**config.mk**
```make
export PLATFORM = sky130hd
export DESIGN_NAME = apb_master_bridge
export DESIGN_NICKNAME = d
export VERILOG_FILES = /design/src/rtl/apb_master_bridge.sv
export SDC_FILE = /design/constraint.sdc
export NUM_CORES = 1
export LEC_CHECK = 0
export BUFFER_PORTS_ARGS = -buffer_cell sky130_fd_sc_hd__buf_2
export CAP_MARGIN = 20
export CORE_ASPECT_RATIO = 0.5
export CORE_UTILIZATION = 40
export DETAILED_ROUTE_END_ITERATION = 6
export PLACE_DENSITY_LB_ADDON = 0.08
export SETUP_SLACK_MARGIN = 0.3
export SLEW_MARGIN = 20
export SYNTH_ARGS = -nofsm -noshare
export SYNTH_HDL_FRONTEND = slang
export SYNTH_SLANG_ARGS = --single-unit
```
**constraint.sdc**
```tcl
create_clock -name clk -period 2 [get_ports clk]
set_input_delay 0.2 -clock clk [delete_from_list [all_inputs] [get_ports clk]]
set_output_delay 0.2 -clock clk [all_outputs]
set_load 0.005 [all_outputs]
```
**src/rtl/apb_master_bridge.sv**
```systemverilog
// Single-outstanding APB4 requester: valid/ready command in, SETUP/ACCESS on APB,
// read data and error status returned on a valid/ready response channel.
module apb_master_bridge #(
  parameter int unsigned ADDR_WIDTH     = 32,
  parameter int unsigned DATA_WIDTH     = 32,
  parameter int unsigned TIMEOUT_CYCLES = 16,
  localparam int unsigned STRB_WIDTH    = DATA_WIDTH / 8
) (
  input  logic                  clk,
  input  logic                  rst_n,
  // command channel
  input  logic                  cmd_valid,
  output logic                  cmd_ready,
  input  logic                  cmd_write,
  input  logic [ADDR_WIDTH-1:0] cmd_addr,
  input  logic [DATA_WIDTH-1:0] cmd_wdata,
  input  logic [STRB_WIDTH-1:0] cmd_strb,
  // response channel
  output logic                  rsp_valid,
  input  logic                  rsp_ready,
  output logic [DATA_WIDTH-1:0] rsp_rdata,
  output logic                  rsp_err,
  output logic                  rsp_timeout,
  // APB requester
  output logic                  psel,
  output logic                  penable,
  output logic                  pwrite,
  output logic [ADDR_WIDTH-1:0] paddr,
  output logic [DATA_WIDTH-1:0] pwdata,
  output logic [STRB_WIDTH-1:0] pstrb,
  input  logic [DATA_WIDTH-1:0] prdata,
  input  logic                  pready,
  input  logic                  pslverr
);

  localparam int unsigned CNT_W = (TIMEOUT_CYCLES == 0) ? 1 : $clog2(TIMEOUT_CYCLES + 1);
  localparam bit          TO_EN = (TIMEOUT_CYCLES != 0);
  // Terminal count: the abort fires on the edge ending the TIMEOUT_CYCLES-th ACCESS cycle.
  localparam logic [CNT_W-1:0] CNT_LAST = TO_EN ? CNT_W'(TIMEOUT_CYCLES - 1) : '0;

  typedef enum logic [1:0] {
    IDLE   = 2'd0,
    SETUP  = 2'd1,
    ACCESS = 2'd2,
    RESP   = 2'd3
  } state_e;

  state_e                state_q,       state_d;
  logic [CNT_W-1:0]      cnt_q,         cnt_d;
  logic                  cmd_ready_q,   cmd_ready_d;
  logic                  psel_q,        psel_d;
  logic                  penable_q,     penable_d;
  logic                  pwrite_q,      pwrite_d;
  logic [ADDR_WIDTH-1:0] paddr_q,       paddr_d;
  logic [DATA_WIDTH-1:0] pwdata_q,      pwdata_d;
  logic [STRB_WIDTH-1:0] pstrb_q,       pstrb_d;
  logic                  rsp_valid_q,   rsp_valid_d;
  logic [DATA_WIDTH-1:0] rsp_rdata_q,   rsp_rdata_d;
  logic                  rsp_err_q,     rsp_err_d;
  logic                  rsp_timeout_q, rsp_timeout_d;

  logic timeout_hit;

  assign timeout_hit = TO_EN && (cnt_q == CNT_LAST);

  always_comb begin
    state_d       = state_q;
    cnt_d         = cnt_q;
    cmd_ready_d   = cmd_ready_q;
    psel_d        = psel_q;
    penable_d     = penable_q;
    pwrite_d      = pwrite_q;
    paddr_d       = paddr_q;
    pwdata_d      = pwdata_q;
    pstrb_d       = pstrb_q;
    rsp_valid_d   = rsp_valid_q;
    rsp_rdata_d   = rsp_rdata_q;
    rsp_err_d     = rsp_err_q;
    rsp_timeout_d = rsp_timeout_q;

    unique case (state_q)
      IDLE: begin
        if (cmd_valid && cmd_ready_q) begin
          pwrite_d    = cmd_write;
          paddr_d     = cmd_addr;
          pwdata_d    = cmd_wdata;
          pstrb_d     = cmd_write ? cmd_strb : '0;
          cmd_ready_d = 1'b0;
          psel_d      = 1'b1;
          state_d     = SETUP;
        end
      end

      SETUP: begin
        penable_d = 1'b1;
        cnt_d     = '0;
        state_d   = ACCESS;
      end

      ACCESS: begin
        // pready takes priority over the terminal count
        if (pready) begin
          rsp_rdata_d   = pwrite_q ? '0 : prdata;
          rsp_err_d     = pslverr;
          rsp_timeout_d = 1'b0;
          psel_d        = 1'b0;
          penable_d     = 1'b0;
          rsp_valid_d   = 1'b1;
          state_d       = RESP;
        end else if (timeout_hit) begin
          rsp_rdata_d   = '0;
          rsp_err_d     = 1'b1;
          rsp_timeout_d = 1'b1;
          psel_d        = 1'b0;
          penable_d     = 1'b0;
          rsp_valid_d   = 1'b1;
          state_d       = RESP;
        end else if (cnt_q != '1) begin
          cnt_d = cnt_q + CNT_W'(1);
        end
      end

      RESP: begin
        if (rsp_ready) begin
          rsp_valid_d = 1'b0;
          cmd_ready_d = 1'b1;
          state_d     = IDLE;
        end
      end

      default: begin
        state_d = IDLE;
      end
    endcase
  end

  always_ff @(posedge clk) begin
    if (!rst_n) begin
      state_q       <= IDLE;
      cnt_q         <= '0;
      cmd_ready_q   <= 1'b1;
      psel_q        <= 1'b0;
      penable_q     <= 1'b0;
      pwrite_q      <= 1'b0;
      paddr_q       <= '0;
      pwdata_q      <= '0;
      pstrb_q       <= '0;
      rsp_valid_q   <= 1'b0;
      rsp_rdata_q   <= '0;
      rsp_err_q     <= 1'b0;
      rsp_timeout_q <= 1'b0;
    end else begin
      state_q       <= state_d;
      cnt_q         <= cnt_d;
      cmd_ready_q   <= cmd_ready_d;
      psel_q        <= psel_d;
      penable_q     <= penable_d;
      pwrite_q      <= pwrite_d;
      paddr_q       <= paddr_d;
      pwdata_q      <= pwdata_d;
      pstrb_q       <= pstrb_d;
      rsp_valid_q   <= rsp_valid_d;
      rsp_rdata_q   <= rsp_rdata_d;
      rsp_err_q     <= rsp_err_d;
      rsp_timeout_q <= rsp_timeout_d;
    end
  end

  assign cmd_ready   = cmd_ready_q;
  assign psel        = psel_q;
  assign penable     = penable_q;
  assign pwrite      = pwrite_q;
  assign paddr       = paddr_q;
  assign pwdata      = pwdata_q;
  assign pstrb       = pstrb_q;
  assign rsp_valid   = rsp_valid_q;
  assign rsp_rdata   = rsp_rdata_q;
  assign rsp_err     = rsp_err_q;
  assign rsp_timeout = rsp_timeout_q;

endmodule

```
==> impl_summary.md, run 1 <==
Detailed routing
Once detail routing completed, the nets flagged for antenna violations numbered 0. The pre-antenna-repair detailed-routing pass consisted of 4 iterations. For this run, design rule violations remaining after detail routing come to 0. The violation count after the first detailed-routing iteration is 229. In the routed layout, each cell is associated on average with a via count of 4.70. The routed layout has 3865 vias. After detailed routing, the average wire length per cell comes to 14.1 um. The final layout contains routed wiring with a total length of 11.6 mm.

Pwr
For this design the ratio of total power to cell area is 1240 nW/um^2. The leakage power figure is 2.87 nW. The highest ir drop seen on vdd is 0.850 mV.

Hold path
The path class of the tightest hold or removal check is in2reg.

Timing
The count of final hold-check violations is 0. After routing, the total negative slack on setup checks comes to 0 ps. For the pin with the worst max-slew slack, the measured transition is 427 ps.

Derived from the worst setup path, the maximum achievable clock frequency is 558 MHz. The headroom to the max-slew limit is 0.713. The routed design could run at a clock period as short as 1790 ps.

The final setup violation count is 0. The final worst-path cycle share is 0.896. Setup repair after global routing could not meet its margin everywhere. The number of max-slew violations in the final report came to 0. Clock skew on the completed layout was measured at 7.47 ps. The worst hold margin is 13.9 ps.

Worst setup path
The worst setup path category is reg2reg. The largest single stage delay on the critical path is 590 ps. The critical path goes through ha_4 -> and3_4 -> ha_4 -> or4b_4 -> o21ai_2 -> a311oi_1. The most frequent cell on the critical path is sky130_fd_sc_hd__ha_4.

The critical path data required time is 2260 ps. The type of element launching the critical path is a flop. The endpoint class of the critical path is a flop.

Of all nets on the critical path, the largest fanout is 6. Among all stages on the critical path, the largest delay is contributed by sky130_fd_sc_hd__or4b_4. At the worst endpoint, the arrival time is 2050 ps.

Logic synthesis
Synthesis produced a netlist whose cell count is 453. Sorting the synthesized cells by area gives the leading types as sky130_fd_sc_hd__dfxtp_1 (56%), sky130_fd_sc_hd__nand2_1 (13%), sky130_fd_sc_hd__a21oi_1 (9.9%), sky130_fd_sc_hd__a22o_1 (6.9%), sky130_fd_sc_hd__ha_1 (2.5%). sky130_fd_sc_hd__dfxtp_1 takes more of the synthesized area than any other cell. Yosys mapped a number of flops with a built-in enable equal to 0. The synthesized area per cell is 8.97 um^2. The number of different library cells used by synthesis comes to 31. Counting flops with an async set or reset pin after synthesis yields a share of 0.

The sequential cell area fraction in the yosys report is 0.562. The share of synthesized area in the top cell type comes to 0.562. The register bit total from synthesis is 114. The number of warning messages in the yosys log is 0. The post-synth design cell area is 4060 um^2. The net count after synthesis is 568. The flip-flop cell with the highest count after synthesis is sky130_fd_sc_hd__dfxtp_1.

Finish
The count of inserted antenna diode cells is 0. The number of nets in the layout is 791. After routing the design area is 6150 um^2.

The library cells used most frequently in the layout, excluding fill and tap cells, are sky130_fd_sc_hd__buf_2 (213), sky130_fd_sc_hd__nand2_1 (140), sky130_fd_sc_hd__dfxtp_1 (112). Leaving out fill and tap cells, the most frequent cell in the layout is sky130_fd_sc_hd__buf_2. Relative to the synthesized area, the layout overhead comes to 51.3%. In the final layout, the share of cells above drive strength 1 is 0.411.

GRT
Across every metal layer, demand over resource in global routing totals 0.211. The initial antenna violation count is 0. The first global-routing pass estimated 16.9 mm of wire. Entering global routing, the biggest net connects 75 pins. The number of global-route vias before repair is 3443. Global routing finished with a remaining overflow of 0.

Clock network
Counting every sink on the clock net gives 114. The H-tree was split into 4 levels. The clock transition at the registers of the reported paths is 50 ps.

The root buffer cell is sky130_fd_sc_hd__clkbuf_16. The clock tree from TritonCTS is yes. The total CTS buffers is 17. The clock passes through at most 2 buffers.

The clock network latency to the later pin of the worst-skew pair is 390 ps.

Floorplanning
Measured along the y axis, the die boundary spans 73.3 um. The placeable core area is 9670 um^2. After floorplanning, the core was divided into 25 placement rows. 214 I/O pins were placed. The full die area is 10600 um^2. The floorplan die width is 145 um. The starting density of the core is 0.420.

Run status
The run finished with clean final reports.

Placement
Routability-driven placement finished with a final weighted congestion of 0.768. In this run the cell area measured after placement is 5290 um^2. The HPWL after detailed placement is 7.39 mm. The count of buffers added on input and output ports is 213.

Flow run
The number of max-capacitance violations reported is 0.
-- routing by layer --
| metal | wire [um] | up-vias | share of wire | global-route usage |
|---|---|---|---|---|
| met2 | 5510 | 105 | 0.48 | 0.362 |
| met3 | 883 | 6 | 0.076 | 0.0808 |
| met4 | 85 | 0 | 0.0073 | 0.0702 |
| li1 | - | 1979 | - | - |
| met5 | 0 | - | 0 | 0 |
| met1 | 5090 | 1775 | 0.44 | 0.245 |
-- flip-flops by register name (all words and copies together) (netlist names), 2 cells and up --
register / flops
paddr: 32
pstrb: 4
rsp_rdata: 32
pwdata: 32
state_q: 2
cnt_q: 5
-- cells by family (layout without fill, tap and decap cells) --
group | Yosys count | in the layout | share of synthesized area
AOI/OAI and AO/OA | 125 | 125 | 0.190
buffers and inverters | 40 | 275 | 0.0487
muxes | 1 | 1 | 0.00246
and+or+nand+nor | 165 | 165 | 0.172
adders and majority gates | 8 | 8 | 0.0246
DFF | 114 | 114 | 0.562
-- repair_timing --
action | 4_1_cts | 5_1_grt
gates cloned | 1 | 3
endpoints found under the hold margin | 3 | 0
setup buffers | 3 | 5
setup endpoints to repair | 45 | 44
gates resized for setup | 9 | 9
hold buffers | 3 | 0
pin swaps | 0 | 26
-- cell usage after synthesis, types with 2 or more instances --
master and instances:
sky130_fd_sc_hd__a22o_1 32, sky130_fd_sc_hd__buf_2 14, sky130_fd_sc_hd__nand2b_1 4, sky130_fd_sc_hd__o21ai_0 3, sky130_fd_sc_hd__buf_1 6, sky130_fd_sc_hd__o21ai_1 2
sky130_fd_sc_hd__buf_6 4, sky130_fd_sc_hd__clkbuf_1 7, sky130_fd_sc_hd__a21boi_0 2, sky130_fd_sc_hd__a21oi_1 80, sky130_fd_sc_hd__nand3_1 9, sky130_fd_sc_hd__a311oi_1 2
sky130_fd_sc_hd__inv_1 9, sky130_fd_sc_hd__and3_1 2, sky130_fd_sc_hd__nor2_1 2, sky130_fd_sc_hd__nand2_1 140, sky130_fd_sc_hd__ha_1 8, sky130_fd_sc_hd__dfxtp_1 114
-- final timing paths --
kind                                             from                   endpoint  slack [ps]  depth (start not counted)
worst max-delay path            cnt_q[1]$_SDFFE_PN0P_      cnt_q[2]$_SDFFE_PN0P_         210                          6
worst min-delay path                        prdata[4]  rsp_rdata[4]$_SDFFE_PN0P_          10                          2
worst max register to register  cnt_q[1]$_SDFFE_PN0P_      cnt_q[2]$_SDFFE_PN0P_         210                          6
worst min register to register   rsp_err$_SDFFE_PN0P_       rsp_err$_SDFFE_PN0P_         440                          2
-- through the flow --
step	setup WS [ps]	util	cells	power, mW
finish	209	0.636	823	7.60
global route	121	0.636	823	8.04
CTS	224	0.621	815	7.56
detailed placement	216	0.548	777	4.46
floorplan	289	-	453	3.78
global placement	242	0.548	777	4.43
-- worst max-delay path, delay by kind of cell (launching register included) --
| kind | cells | cell delay [ps] |
|---|---|---|
| simple gates | 2 | 750 |
| compound gates | 2 | 240 |
| flops | 1 | 350 |
| fa+ha+maj | 2 | 320 |
-- power by group --
part	internal (mW)	total, mW	switching, mW
Sequential	2.60	2.77	0.170
Combinational	0.812	1.81	0.994
Clock	1.98	3.03	1.05
Total	5.39	7.60	2.21
-- final cells by class --
type | instances | area (um^2)
timing repair buffer | 235 | 1370
clock buffer | 18 | 439
fill | 866 | 3520
clock inverter | 13 | 163
sequential | 114 | 2290
tap | 135 | 169
multi-input combinational | 299 | 1680
inverter | 9 | 33.8
(Power assumes the default switching activity.)
==> inputs of run 2 (changes only) <==
- CORE_UTILIZATION: 40 -> 43
- clock period: 2 -> 2.1 ns (I/O delays scaled with it)
==> impl_summary.md, run 2 (synthesis results as in run 1) <==
Detailed routing
Summing over every cut layer, the via total after detailed routing is 3808. After detailed routing, the total wire length is 10.7 mm. The detailed router finished its first iteration with 220 violations. The ratio of routed vias to standard cells is 4.78. The count of antenna-violating nets left after detailed routing is 0.

The total iterations of the first detailed-routing run is 4. The remaining routing DRC violations is 0. The final routed wire length divided by cell count is 13.4 um.

Worst setup path
Data on the critical path arrives at its endpoint at 2050 ps. The biggest fanout along the worst timing path is 6. STA classifies the critical path startpoint as a flop. The critical path data required time is 2360 ps.

The endpoint class of the critical path is a flop. The worst setup path category is reg2reg.

Clock network
Clock tree synthesis inserted a total of 17 buffers. After clock tree synthesis, the clock-pin slew on the worst setup and hold paths is 50 ps. The root buffer cell is sky130_fd_sc_hd__clkbuf_16. For this design, the sink count on the clock tree is 114. The clock network latency to the later pin of the worst-skew pair is 400 ps. The clock passes through at most 2 buffers. The maximum level of the CTS H-tree is 4. The clock tree from TritonCTS is yes.

GRT
The global-route wire length before repair is 17.5 mm. The number of global-route vias before repair came to 3604. For this run, the total global-route usage over all layers was measured as 0.224.

Global routing finished with a remaining overflow of 0. The largest net degree at the start of global routing is 70. The initial antenna violation count is 0.

Finish
Compared with the post-synthesis result, the final layout area differs by 46.4%. Leaving out fill and tap cells, the most frequent cells in the layout are sky130_fd_sc_hd__buf_2 (213), sky130_fd_sc_hd__nand2_1 (140), sky130_fd_sc_hd__dfxtp_1 (112). The library cell used most frequently in the layout, excluding fill and tap cells, is sky130_fd_sc_hd__buf_2. The count of inserted antenna diode cells is 0. The share of the core filled with cells is 0.665. The number of nets in the layout is 782. The finished cells cover 5950 um^2.

Of the cells placed in the final design, the portion with a size suffix greater than 1 is 0.400.

Floorplanning
The die is 139 um wide. 214 I/O pins were placed. The starting density of the core is 0.454. The die covers 9860 um^2. The die is 70.7 um tall. The placeable core area is 8950 um^2. After floorplanning, the core was divided into 24 placement rows.

Timing
Setup total negative slack on the finished layout was measured at 0 ps. In this run the tightest slew margin relative to its limit is 0.661. The worst path needs 1790 ps of the cycle, external delays included. Setup repair after global routing could not meet its margin everywhere.

The post-route clock skew is 8.69 ps. In the finished design, the share of the clock period the worst path needs comes to 0.852. The transition time of the tightest slew-check pin is 509 ps. Timing would allow up to 559 MHz. Setup violations remaining at the end of the flow were counted as 0. Final hold analysis gives a worst-case slack of 18.8 ps. The count of final hold-check violations came to 0. The number of max-slew violations in the final report is 0.

Placement
Once placement finished, the instance area stood at 5230 um^2. During placement, the flow inserted port buffers numbering 213. The estimated wirelength of the detail-placed design is 7.01 mm. Routability-driven placement finished with a final weighted congestion of 0.768.

Hold path
The worst hold-check path type is in2reg.

Pwr
The post-layout total power is 7.13 mW. Across the VDD grid, the largest voltage drop is 0.772 mV. The total power divided by cell area is 1200 nW/um^2.

The leakage power figure is 2.81 nW.

Run status
The run finished with clean final reports.

Flow run
Max-cap violations in this run came to 0.
## run 2: cell types whose count changed in the layout (fill, tap and decap cells not counted), moves of 2 or more
cell / before / now
sky130_fd_sc_hd__dfxtp_4: 2 / 0
sky130_fd_sc_hd__clkbuf_16: 20 / 18
sky130_fd_sc_hd__clkinvlp_4: 6 / 2
sky130_fd_sc_hd__clkinv_4: 2 / 0
sky130_fd_sc_hd__clkinv_2: 2 / 6
sky130_fd_sc_hd__buf_4: 10 / 6
sky130_fd_sc_hd__clkbuf_1: 0 / 2
sky130_fd_sc_hd__dfxtp_2: 0 / 2
## run 2: through the flow
stage | std cells | worst slack, ps
after CTS | 795 | 314
final | 797 | 311
after global placement | 759 | 232
after floorplan | 453 | 301
after detailed placement | 759 | 199
after global routing | 797 | 252
## run 2: what timing repair did
item / CTS / global route
endpoints found under the setup margin: 39 / 37
hold endpoints to repair: 2 / 0
pin swaps: 3 / 0
buffers inserted: 2 / 1
gates cloned: 0 / 1
hold buffers: 2 / 0
resized for setup: 7 / 4
## run 2: metal layers
layer  GRT usage  wire length (um)  vias up
li1            -                 -     1959
met1       0.272              4970     1711
met2       0.356              4770      125
met3      0.0961               850       13
met4      0.0815               124        0
met5           0                 0        -
## run 2: worst max-delay path: stages, from the launching register on
cell                       delay [ps]
sky130_fd_sc_hd__dfxtp_2          330
sky130_fd_sc_hd__ha_4             160
sky130_fd_sc_hd__and3_4           190
sky130_fd_sc_hd__ha_4             170
sky130_fd_sc_hd__or4b_4           560
sky130_fd_sc_hd__o21ai_1          150
sky130_fd_sc_hd__a311oi_1          90
## run 2: final cells by class
type	count	area [um^2]
Inverter	9	33.8
Fill cell	769	3000
Sequential cell	114	2280
Tap cell	117	146
Clock buffer	21	460
Clock inverter	11	135
Multi-Input combinational cell	299	1650
Timing Repair Buffer	226	1240
## run 2: report_power, final
| part | internal [mW] | switching, mW |
|---|---|---|
| logic | 0.711 | 0.894 |
| clock network | 1.91 | 0.970 |
| registers | 2.48 | 0.164 |
## run 2: worst paths after layout
kind | from | cells past startpoint | to | slack [ps]
min reg2reg | rsp_err$_SDFFE_PN0P_ | 2 | rsp_err$_SDFFE_PN0P_ | 440
max | cnt_q[1]$_SDFFE_PN0P_ | 6 | cnt_q[3]$_SDFFE_PN0P_ | 310
max reg2reg | cnt_q[1]$_SDFFE_PN0P_ | 6 | cnt_q[3]$_SDFFE_PN0P_ | 310
min | prdata[23] | 2 | rsp_rdata[23]$_SDFFE_PN0P_ | 20
